$ cat config.mk
export PLATFORM = sky130hd
export DESIGN_NAME = pw_conv_group_serializer
export DESIGN_NICKNAME = d
export VERILOG_FILES = /design/src/rtl/pw_conv_group_serializer_pkg.sv /design/src/rtl/pw_conv_group_serializer_group_mux.sv /design/src/rtl/pw_conv_group_serializer.sv
export SDC_FILE = /design/constraint.sdc
export NUM_CORES = 1
export LEC_CHECK = 0
export CORE_UTILIZATION = 50
export DETAILED_ROUTE_END_ITERATION = 8
export PLACE_DENSITY = 0.83
export SETUP_SLACK_MARGIN = 0.4
export SKIP_CTS_REPAIR_TIMING = 1
export SLEW_MARGIN = 20
export SYNTH_ARGS = -nofsm -noshare
export SYNTH_HDL_FRONTEND = slang
export SYNTH_HIERARCHICAL = 1
export SYNTH_SLANG_ARGS = --single-unit
$ cat constraint.sdc
create_clock -name clk -period 2.7 [get_ports clk]
set_clock_uncertainty 0.05 [all_clocks]
set_input_delay 0.675 -clock clk [delete_from_list [all_inputs] [get_ports clk]]
set_output_delay 0.675 -clock clk [all_outputs]
set_load 0.01 [all_outputs]
$ cat src/rtl/pw_conv_group_serializer_pkg.sv
// Shared definitions for the pointwise-conv channel-group serializer and the PW MAC array.
// Default element width and group size live here so both sides agree on the beat format.
package pw_conv_pkg;

  localparam int PW_DATA_WIDTH = 8;
  localparam int PW_GROUP_CH   = 9;

  typedef enum logic {
    IDLE = 1'b0,
    SEND = 1'b1
  } ser_state_e;

  // A single group still needs a one-bit index port.
  function automatic int pw_idx_w(input int num_groups);
    return (num_groups > 1) ? $clog2(num_groups) : 1;
  endfunction

endpackage

$ cat src/rtl/pw_conv_group_serializer_group_mux.sv
// pw_group_mux: combinational group-slice selector over a captured feature vector.
// With PW_SER_ZERO_SKIP_EN defined it also reports which groups carry nonzero data.
module pw_group_mux
  import pw_conv_pkg::*;
#(
  parameter  int DATA_WIDTH = PW_DATA_WIDTH,
  parameter  int GROUP_CH   = PW_GROUP_CH,
  parameter  int NUM_GROUPS = 2,
  parameter  int IDX_W      = pw_idx_w(NUM_GROUPS),
  localparam int GROUP_W    = DATA_WIDTH * GROUP_CH,
  localparam int SRC_W      = GROUP_W * NUM_GROUPS
) (
  input  logic [SRC_W-1:0]      i_src,
  input  logic [IDX_W-1:0]      i_sel,
  output logic [GROUP_W-1:0]    o_group
`ifdef PW_SER_ZERO_SKIP_EN
  ,
  output logic [NUM_GROUPS-1:0] o_nonzero
`endif
);

  // NOTE: every always_comb output gets a default before any branch, so no path leaves it
  // unassigned and no latch is inferred.
  always_comb begin
    o_group = '0;
    for (int g = 0; g < NUM_GROUPS; g++) begin
      if (i_sel == IDX_W'(g)) o_group = i_src[g*GROUP_W +: GROUP_W];
    end
  end

`ifdef PW_SER_ZERO_SKIP_EN
  // The last group is forced present so a priority pick always terminates on it.
  always_comb begin
    o_nonzero = '0;
    for (int g = 0; g < NUM_GROUPS - 1; g++) begin
      o_nonzero[g] = |i_src[g*GROUP_W +: GROUP_W];
    end
    o_nonzero[NUM_GROUPS-1] = 1'b1;
  end
`endif

endmodule

$ cat src/rtl/pw_conv_group_serializer.sv
// Serializes one NUM_GROUPS*GROUP_CH-channel vector into NUM_GROUPS beats of GROUP_CH channels.
// Optional feature macro: PW_SER_ZERO_SKIP_EN (skip all-zero non-final groups).
module pw_conv_group_serializer
  import pw_conv_pkg::*;
#(
  parameter int DATA_WIDTH = PW_DATA_WIDTH,
  parameter int GROUP_CH   = PW_GROUP_CH,
  parameter int NUM_GROUPS = 2,
  parameter int IN_WIDTH   = DATA_WIDTH * GROUP_CH * NUM_GROUPS,
  parameter int OUT_WIDTH  = DATA_WIDTH * GROUP_CH,
  parameter int IDX_W      = pw_idx_w(NUM_GROUPS)
) (
  input  logic                 clk,
  input  logic                 rstn,
  input  logic                 in_valid,
  output logic                 in_ready,
  input  logic [IN_WIDTH-1:0]  in_data,
  output logic                 out_valid,
  input  logic                 out_ready,
  output logic [OUT_WIDTH-1:0] out_data,
  output logic [IDX_W-1:0]     out_idx,
  output logic                 out_first,
  output logic                 out_last
);

  localparam logic [IDX_W-1:0] LAST_IDX = IDX_W'(NUM_GROUPS - 1);

  ser_state_e             r_state;
  ser_state_e             w_state_nxt;
  logic [IN_WIDTH-1:0]    r_cap;
  logic [OUT_WIDTH-1:0]   r_data;
  logic [IDX_W-1:0]       r_idx;
  logic                   r_first;
  logic                   r_last;

  logic                   w_fire;
  logic                   w_accept;
  logic                   w_advance;
  logic [IN_WIDTH-1:0]    w_src;
  logic [IDX_W-1:0]       w_first_idx;
  logic [IDX_W-1:0]       w_next_idx;
  logic [IDX_W-1:0]       w_sel;
  logic                   w_sel_last;
  logic [OUT_WIDTH-1:0]   w_group;

  assign out_valid = (r_state == SEND);
  assign w_fire    = out_valid & out_ready;
  // Combinational from out_ready: a new vector slips in on the cycle the final beat leaves.
  assign in_ready  = (r_state == IDLE) | (w_fire & r_last);
  assign w_accept  = in_valid & in_ready;
  assign w_advance = w_fire & ~r_last;

  // On accept the first group comes straight from in_data; otherwise from the capture register.
  assign w_src      = w_accept ? in_data : r_cap;
  assign w_sel      = w_accept ? w_first_idx : w_next_idx;
  assign w_sel_last = (w_sel == LAST_IDX);

`ifdef PW_SER_ZERO_SKIP_EN
  logic [NUM_GROUPS-1:0] w_nonzero;
  logic [NUM_GROUPS-1:0] r_mask;

  pw_group_mux #(
    .DATA_WIDTH (DATA_WIDTH),
    .GROUP_CH   (GROUP_CH),
    .NUM_GROUPS (NUM_GROUPS),
    .IDX_W      (IDX_W)
  ) u_mux (
    .i_src     (w_src),
    .i_sel     (w_sel),
    .o_group   (w_group),
    .o_nonzero (w_nonzero)
  );

  // Descending scans so the lowest qualifying group wins.
  always_comb begin
    w_first_idx = LAST_IDX;
    for (int g = NUM_GROUPS - 1; g >= 0; g--) begin
      if (w_nonzero[g]) w_first_idx = IDX_W'(g);
    end
  end

  always_comb begin
    w_next_idx = LAST_IDX;
    for (int g = NUM_GROUPS - 1; g >= 0; g--) begin
      if (r_mask[g] && (g > int'(r_idx))) w_next_idx = IDX_W'(g);
    end
  end

  always_ff @(posedge clk or negedge rstn) begin
    if (!rstn)         r_mask <= '0;
    else if (w_accept) r_mask <= w_nonzero;
  end
`else
  pw_group_mux #(
    .DATA_WIDTH (DATA_WIDTH),
    .GROUP_CH   (GROUP_CH),
    .NUM_GROUPS (NUM_GROUPS),
    .IDX_W      (IDX_W)
  ) u_mux (
    .i_src   (w_src),
    .i_sel   (w_sel),
    .o_group (w_group)
  );

  assign w_first_idx = '0;
  assign w_next_idx  = r_idx + IDX_W'(1);
`endif

  // NOTE: sequential state uses non-blocking assignments so every register samples
  // pre-edge values regardless of process ordering.
  always_ff @(posedge clk or negedge rstn) begin
    if (!rstn) r_state <= IDLE;
    else       r_state <= w_state_nxt;
  end

  always_comb begin
    w_state_nxt = r_state;
    case (r_state)
      IDLE:    if (w_accept) w_state_nxt = SEND;
      SEND:    if (w_fire && r_last && !w_accept) w_state_nxt = IDLE;
      default: w_state_nxt = IDLE;
    endcase
  end

  // NOTE: the capture register is plain flops, not a RAM, so it takes the async reset
  // along with the output registers.
  always_ff @(posedge clk or negedge rstn) begin
    if (!rstn) begin
      r_cap   <= '0;
      r_data  <= '0;
      r_idx   <= '0;
      r_first <= 1'b0;
      r_last  <= 1'b0;
    end else if (w_accept) begin
      r_cap   <= in_data;
      r_data  <= w_group;
      r_idx   <= w_sel;
      r_first <= 1'b1;
      r_last  <= w_sel_last;
    end else if (w_advance) begin
      r_data  <= w_group;
      r_idx   <= w_sel;
      r_first <= 1'b0;
      r_last  <= w_sel_last;
    end
  end

  assign out_data  = r_data;
  assign out_idx   = r_idx;
  assign out_first = r_first;
  assign out_last  = r_last;

endmodule

Yosys cells after proc, flatten, opt, wreduce, memory -nomap -nowiden

Cells that the tools add are included.

$add $sub $neg: 1
$mul: 0
Divide/modulo/power cells: 0
$lt $le $gt $ge: 0
Eq/ne operators: 0
Shifts and indexed selects: 0
Multiplexer cells: 12
Bitwise operators: 7
Reduce and logical (&&, ||, !) cells: 4

Operators by type and width:

| operator              | number |
|---|---|
| $mux W72              | 3 |
| $mux W144             | 1 |
| $mux W1               | 7 |
| $and A1 B1 Y1         | 4 |
| $logic_and A1 B1 Y1   | 2 |
| $not A1 Y1            | 2 |
| $pmux W1 S2           | 1 |
| $reduce_bool A2 Y1    | 1 |
| $add A1 B1 Y1 const B | 1 |
| $logic_not A1 Y1      | 1 |
| $or A1 B1 Y1          | 1 |

Register bits: 219
Latch bits: 0
Memory bits (writable): 0
Bits in read-only memories: 0
Output and inout bits: 77
Logic and storage cells: 29
Memories kept: 0

Depth between registers and ports, before layout

Depth after elaboration: 8
Mapped depth: 7
Depth with buffers taken out: 5

Cells and area by module

Netlist, hierarchy kept.

Modules (own cells, without submodules):

| module                   | times used | cells each | area an instance (um2) | sequential area each (um2) |
|---|---|---|---|---|
| pw_conv_group_serializer | 1          | 472        | 8534.4                 | 5480.3 |
| pw_group_mux             | 1          | 80         | 1224.9                 | 0.0 |

Worst setup path after synthesis

OpenSTA, ideal clock, no wires.

Kind: input -> register
Start: input port out_ready
End: register r_data[69], in the netlist out_data[69]
Data arrival time: 2.124 ns
Data required time: 2.523 ns
Slack: 0.399 ns
Cell stages on the path: 7
Path through: a21bo_4 > nand2_4 > buf_12 > buf_12 > mux2_4 > mux2_2 > mux2_1

Cells in the longest elaborated chain, start to end: 8

Ends and longest elaborated chain:

| what                 | RTL line                                 | source |
|---|---|---|
| from (decl)          | pw_conv_group_serializer.sv:19           | `input logic out_ready,` |
| $and A1 B1 Y1 (*)    | pw_conv_group_serializer.sv:47           | `assign w_fire = out_valid & out_ready;` |
| $and A1 B1 Y1 (*)    | pw_conv_group_serializer.sv:49           | `assign in_ready = (r_state == IDLE) \| (w_fire & r_last);` |
| $or A1 B1 Y1 (*)     | pw_conv_group_serializer.sv:49           |  |
| $and A1 B1 Y1 (*)    | pw_conv_group_serializer.sv:50           | `assign w_accept = in_valid & in_ready;` |
| $mux W144 (*)        | pw_conv_group_serializer.sv:54           | `assign w_src = w_accept ? in_data : r_cap;` |
| net w_src[141]       | pw_conv_group_serializer.sv:39           | `logic [IN_WIDTH-1:0] w_src;` |
| $mux W72 (*)         | pw_conv_group_serializer_group_mux.sv:27 | `if (i_sel == IDX_W'(g)) o_group = i_src[g*GROUP_W +: GROUP_W];` |
| net w_group[69]      | pw_conv_group_serializer.sv:44           | `logic [OUT_WIDTH-1:0] w_group;` |
| $mux W72             | pw_conv_group_serializer.sv:140          | `end else if (w_advance) begin` |
| $mux W72 (*)         | pw_conv_group_serializer.sv:134          | `end else if (w_accept) begin` |
| to (signal assigned) | pw_conv_group_serializer.sv:136          | `r_data <= w_group;` |
| to (signal assigned) | pw_conv_group_serializer.sv:141          | `r_data <= w_group;` |
| to (decl)            | pw_conv_group_serializer.sv:31           | `logic [OUT_WIDTH-1:0] r_data;` |

Mark *: on every way through the listed nets, which the timed path passes. The rest lies on a longest branch. The select of a mux whose other input is x is not followed.
A chain may end at the register's enable or synchronous reset.

Worst setup path after layout

Start: input port in_valid
End: register r_data[21], in the netlist out_data[21]

Cells in the longest elaborated chain, start to end: 5

Ends and longest elaborated chain:

| what              | RTL line                                 | source |
|---|---|---|
| from (decl)       | pw_conv_group_serializer.sv:15           | `input logic in_valid,` |
| $and A1 B1 Y1 (*) | pw_conv_group_serializer.sv:50           |  |
| $mux W144 (*)     | pw_conv_group_serializer.sv:54           |  |
| net w_src[21]     | pw_conv_group_serializer.sv:39           |  |
| $mux W72 (*)      | pw_conv_group_serializer_group_mux.sv:27 |  |
| net w_group[21]   | pw_conv_group_serializer.sv:44           |  |
| $mux W72          | pw_conv_group_serializer.sv:140          |  |
| $mux W72 (*)      | pw_conv_group_serializer.sv:134          |  |

Marks and branches as above.

==> flow_summary.yaml <==
outcome:
  run_status: "completed"
sta:
  rsz_0062_raised_after_global_routing: "no"
  finalCriticalPeriod_ns: 2.24
  worst_pin_slew_ns: 0.665
  setup_ws_ns: 0.464
  timing.setup.tns_ns: 0
  slew_headroom_pct: 55.6
  final-max-slew-violation-count: 0
  final_hold_violation_count: 0
  max_freq_ghz: 0.447
  min_period_over_period_pct: 82.8
  setup_violations: 0
setup_path:
  worstSetupPathType: "in -> reg"
  worstSetupStartpointType: "input pin"
  worst_setup_ep_type: "register"
  critPathMaxFanout: 20
  data_arrival_at_the_endpoint_of_the_critical_path_ns: 2.57
  critPathRequiredTime_ns: 3.03
routing:
  routedWlPerCell_um: 19.3
  remaining_drc_errors: 0
  detailedRoute.firstIterationViolations: 97
  met2WireLength_um: 11100
  max_layer_used: "met4"
  drt_first_pass_iters: 4
  vias_per_cell: 5.07
  met1Wirelength_um: 7940
  detail_route.wirelength_um: 20900
  detail-route-antenna-nets: 0
  route.vias.total: 5470
  route.met3.wl_um: 1210
yosys:
  synth_largest_area_cell: "sky130_fd_sc_hd__dfrtp_1"
  netlist_top_cells_area: "sky130_fd_sc_hd__dfrtp_1 56%, sky130_fd_sc_hd__mux2_4 20%, sky130_fd_sc_hd__mux2_2 15%, sky130_fd_sc_hd__mux2_1 2.9%, sky130_fd_sc_hd__buf_12 2.9%"
  avgSynthCellArea_sq_um: 17.7
  synth_seq_cells: 219
  yosysUniqueCellTypes: 19
  yosys_warnings: 6
  share_of_yosys_cell_area_claimed_by_the_top_area_cell_type_pct: 56.2
  register_area_share_after_synthesis_pct: 56.2
  syn_nets: 700
  syn-instance-count: 552
  mappedNetlistArea_sq_um: 9760
clock_network:
  clock_insertion_delay_worst_skew_ns: 0.50
  cts.root.buffer_cell: "sky130_fd_sc_hd__clkbuf_16"
  clock_tree.buffer_depth: 3
  tritoncts: "yes"
  tritoncts.num_buffers: 24
  cts_num_sinks: 219
  htree_num_levels: 1
  path_clk_slew_ns: 0.06
global_routing:
  grt.total_usage_pct: 21.0
  globalRouteOverflowTotal: 0
  grt_first_pass_wirelength_um: 32900
  antenna_violations_before_repair: 0
  pin_count_of_the_biggest_net_entering_global_routing: 81
  grt_pass1_vias: 6360
pwr:
  vdd_drop_max_mv: 0.711
  p_leak_nw: 5.87
  power-per-cell-area_nw_per_um2: 1190
floorplanning:
  die_w_um: 142
  core-area_sq_um: 18900
  i_o_pins: 225
  die-area_sq_um: 20100
  std_cell_rows: 50
  floorplan.initialDensity_pct: 51.7
  die_y_um: 142
cells_and_area:
  final_nets: 949
  fillerInstances: 1257
  n_antenna_cell: 0
  final_common_cell: "sky130_fd_sc_hd__clkdlybuf4s50_1"
  area_growth_pct: 34.3
  layout.cells.most_common_list: "220 x sky130_fd_sc_hd__clkdlybuf4s50_1, 218 x sky130_fd_sc_hd__dfrtp_1, 133 x sky130_fd_sc_hd__mux2_2"
  drive_gt1_share_pct: 41.2
place:
  port_buffers: 224
  dpl_worst_slack_ns: -0.236
  gp_congestion: 0.784
  place_hpwl_um: 14700
job:
  maxCapViolations: 0
worst_hold_path:
  min_delay_worst_type: "in -> async"
-- synthesized netlist by cell type, drive strengths merged --
| cell | n |
|---|---|
| a21bo | 1 |
| nand2 | 2 |
| mux2 | 288 |
| nor2 | 1 |
| buf | 32 |
| o21ai | 1 |
| a21oi | 2 |
| dfrtp | 219 |
| nand2b | 2 |
| a22o | 1 |
| mux2i | 1 |
| nor2b | 1 |
| inv | 1 |
-- power by group --
group | internal [mW] | switching [mW]
Clock | 1.83 | 1.24
Combinational | 4.43 | 2.41
Sequential | 4.97 | 0.660
Total | 11.2 | 4.31
-- metal layers --
layer / global-route usage (%) / vias up
met2: 38.9 / 149
met1: 23.7 / 2812
met4: 7.07 / 0
met5: 0 / -
met3: 4.96 / 53
li1: - / 2456
-- state kept, by name, summed over array words and instances, names as in the netlist --
register	cells
out_data	72
out_idx	1
r_cap	144
out_valid	1
out_first	1
-- cell type report --
type	instances	area, sq um	share of cell area [%]
Clock buffer	38	724	5.53
Clock inverter	5	25.0	0.191
Inverter	1	3.75	0.0286
Multi-Input combinational cell	300	3850	29.4
Sequential cell	219	5480	41.8
Tap cell	260	325	2.48
Timing Repair Buffer	255	2700	20.6
-- per-stage QoR --
step	std cells	power [mW]	area, sq um	hold WS [ns]	utilization, %
4_1_cts	1076	15.7	13100	0.178	69.3
2_1_floorplan	552	10.2	9760	0.329	-
3_3_place_gp	1033	12.1	12300	0.424	65.3
6_report	1078	15.5	13100	0.174	69.4
3_5_place_dp	1033	12.5	12300	0.428	65.3
5_1_grt	1078	16.3	13100	0.199	69.4
-- worst max-delay path, cell delays in order --
cell and delay, ns:
sky130_fd_sc_hd__clkdlybuf4s50_1 0.51, sky130_fd_sc_hd__nand2_8 0.23, sky130_fd_sc_hd__buf_12 0.21, sky130_fd_sc_hd__mux2_2 0.37, sky130_fd_sc_hd__mux2_4 0.27, sky130_fd_sc_hd__mux2_1 0.29
-- logic make-up after synthesis --
family	synth area share, %
flip-flops	56.2
AO/OA/AOI/OAI	0.526
AND/OR/NAND/NOR	0.410
multiplexers	38.3
buffers and inverters	4.58
-- path summary, 6_finish.rpt --
path,from,end,slack (ns),depth (start not counted)
min in group clk,out_data[70],out_data[70],0.44,1
max,in_valid,out_data[21],0.46,6
max in group asynchronous,rstn,out_data[5],1.70,2
min reg2reg,out_data[70],out_data[70],0.44,1
max reg2reg,out_idx,out_data[21],0.50,6
min,rstn,r_cap[49],0.17,1
Note: power is estimated with default switching activity, not from simulation.
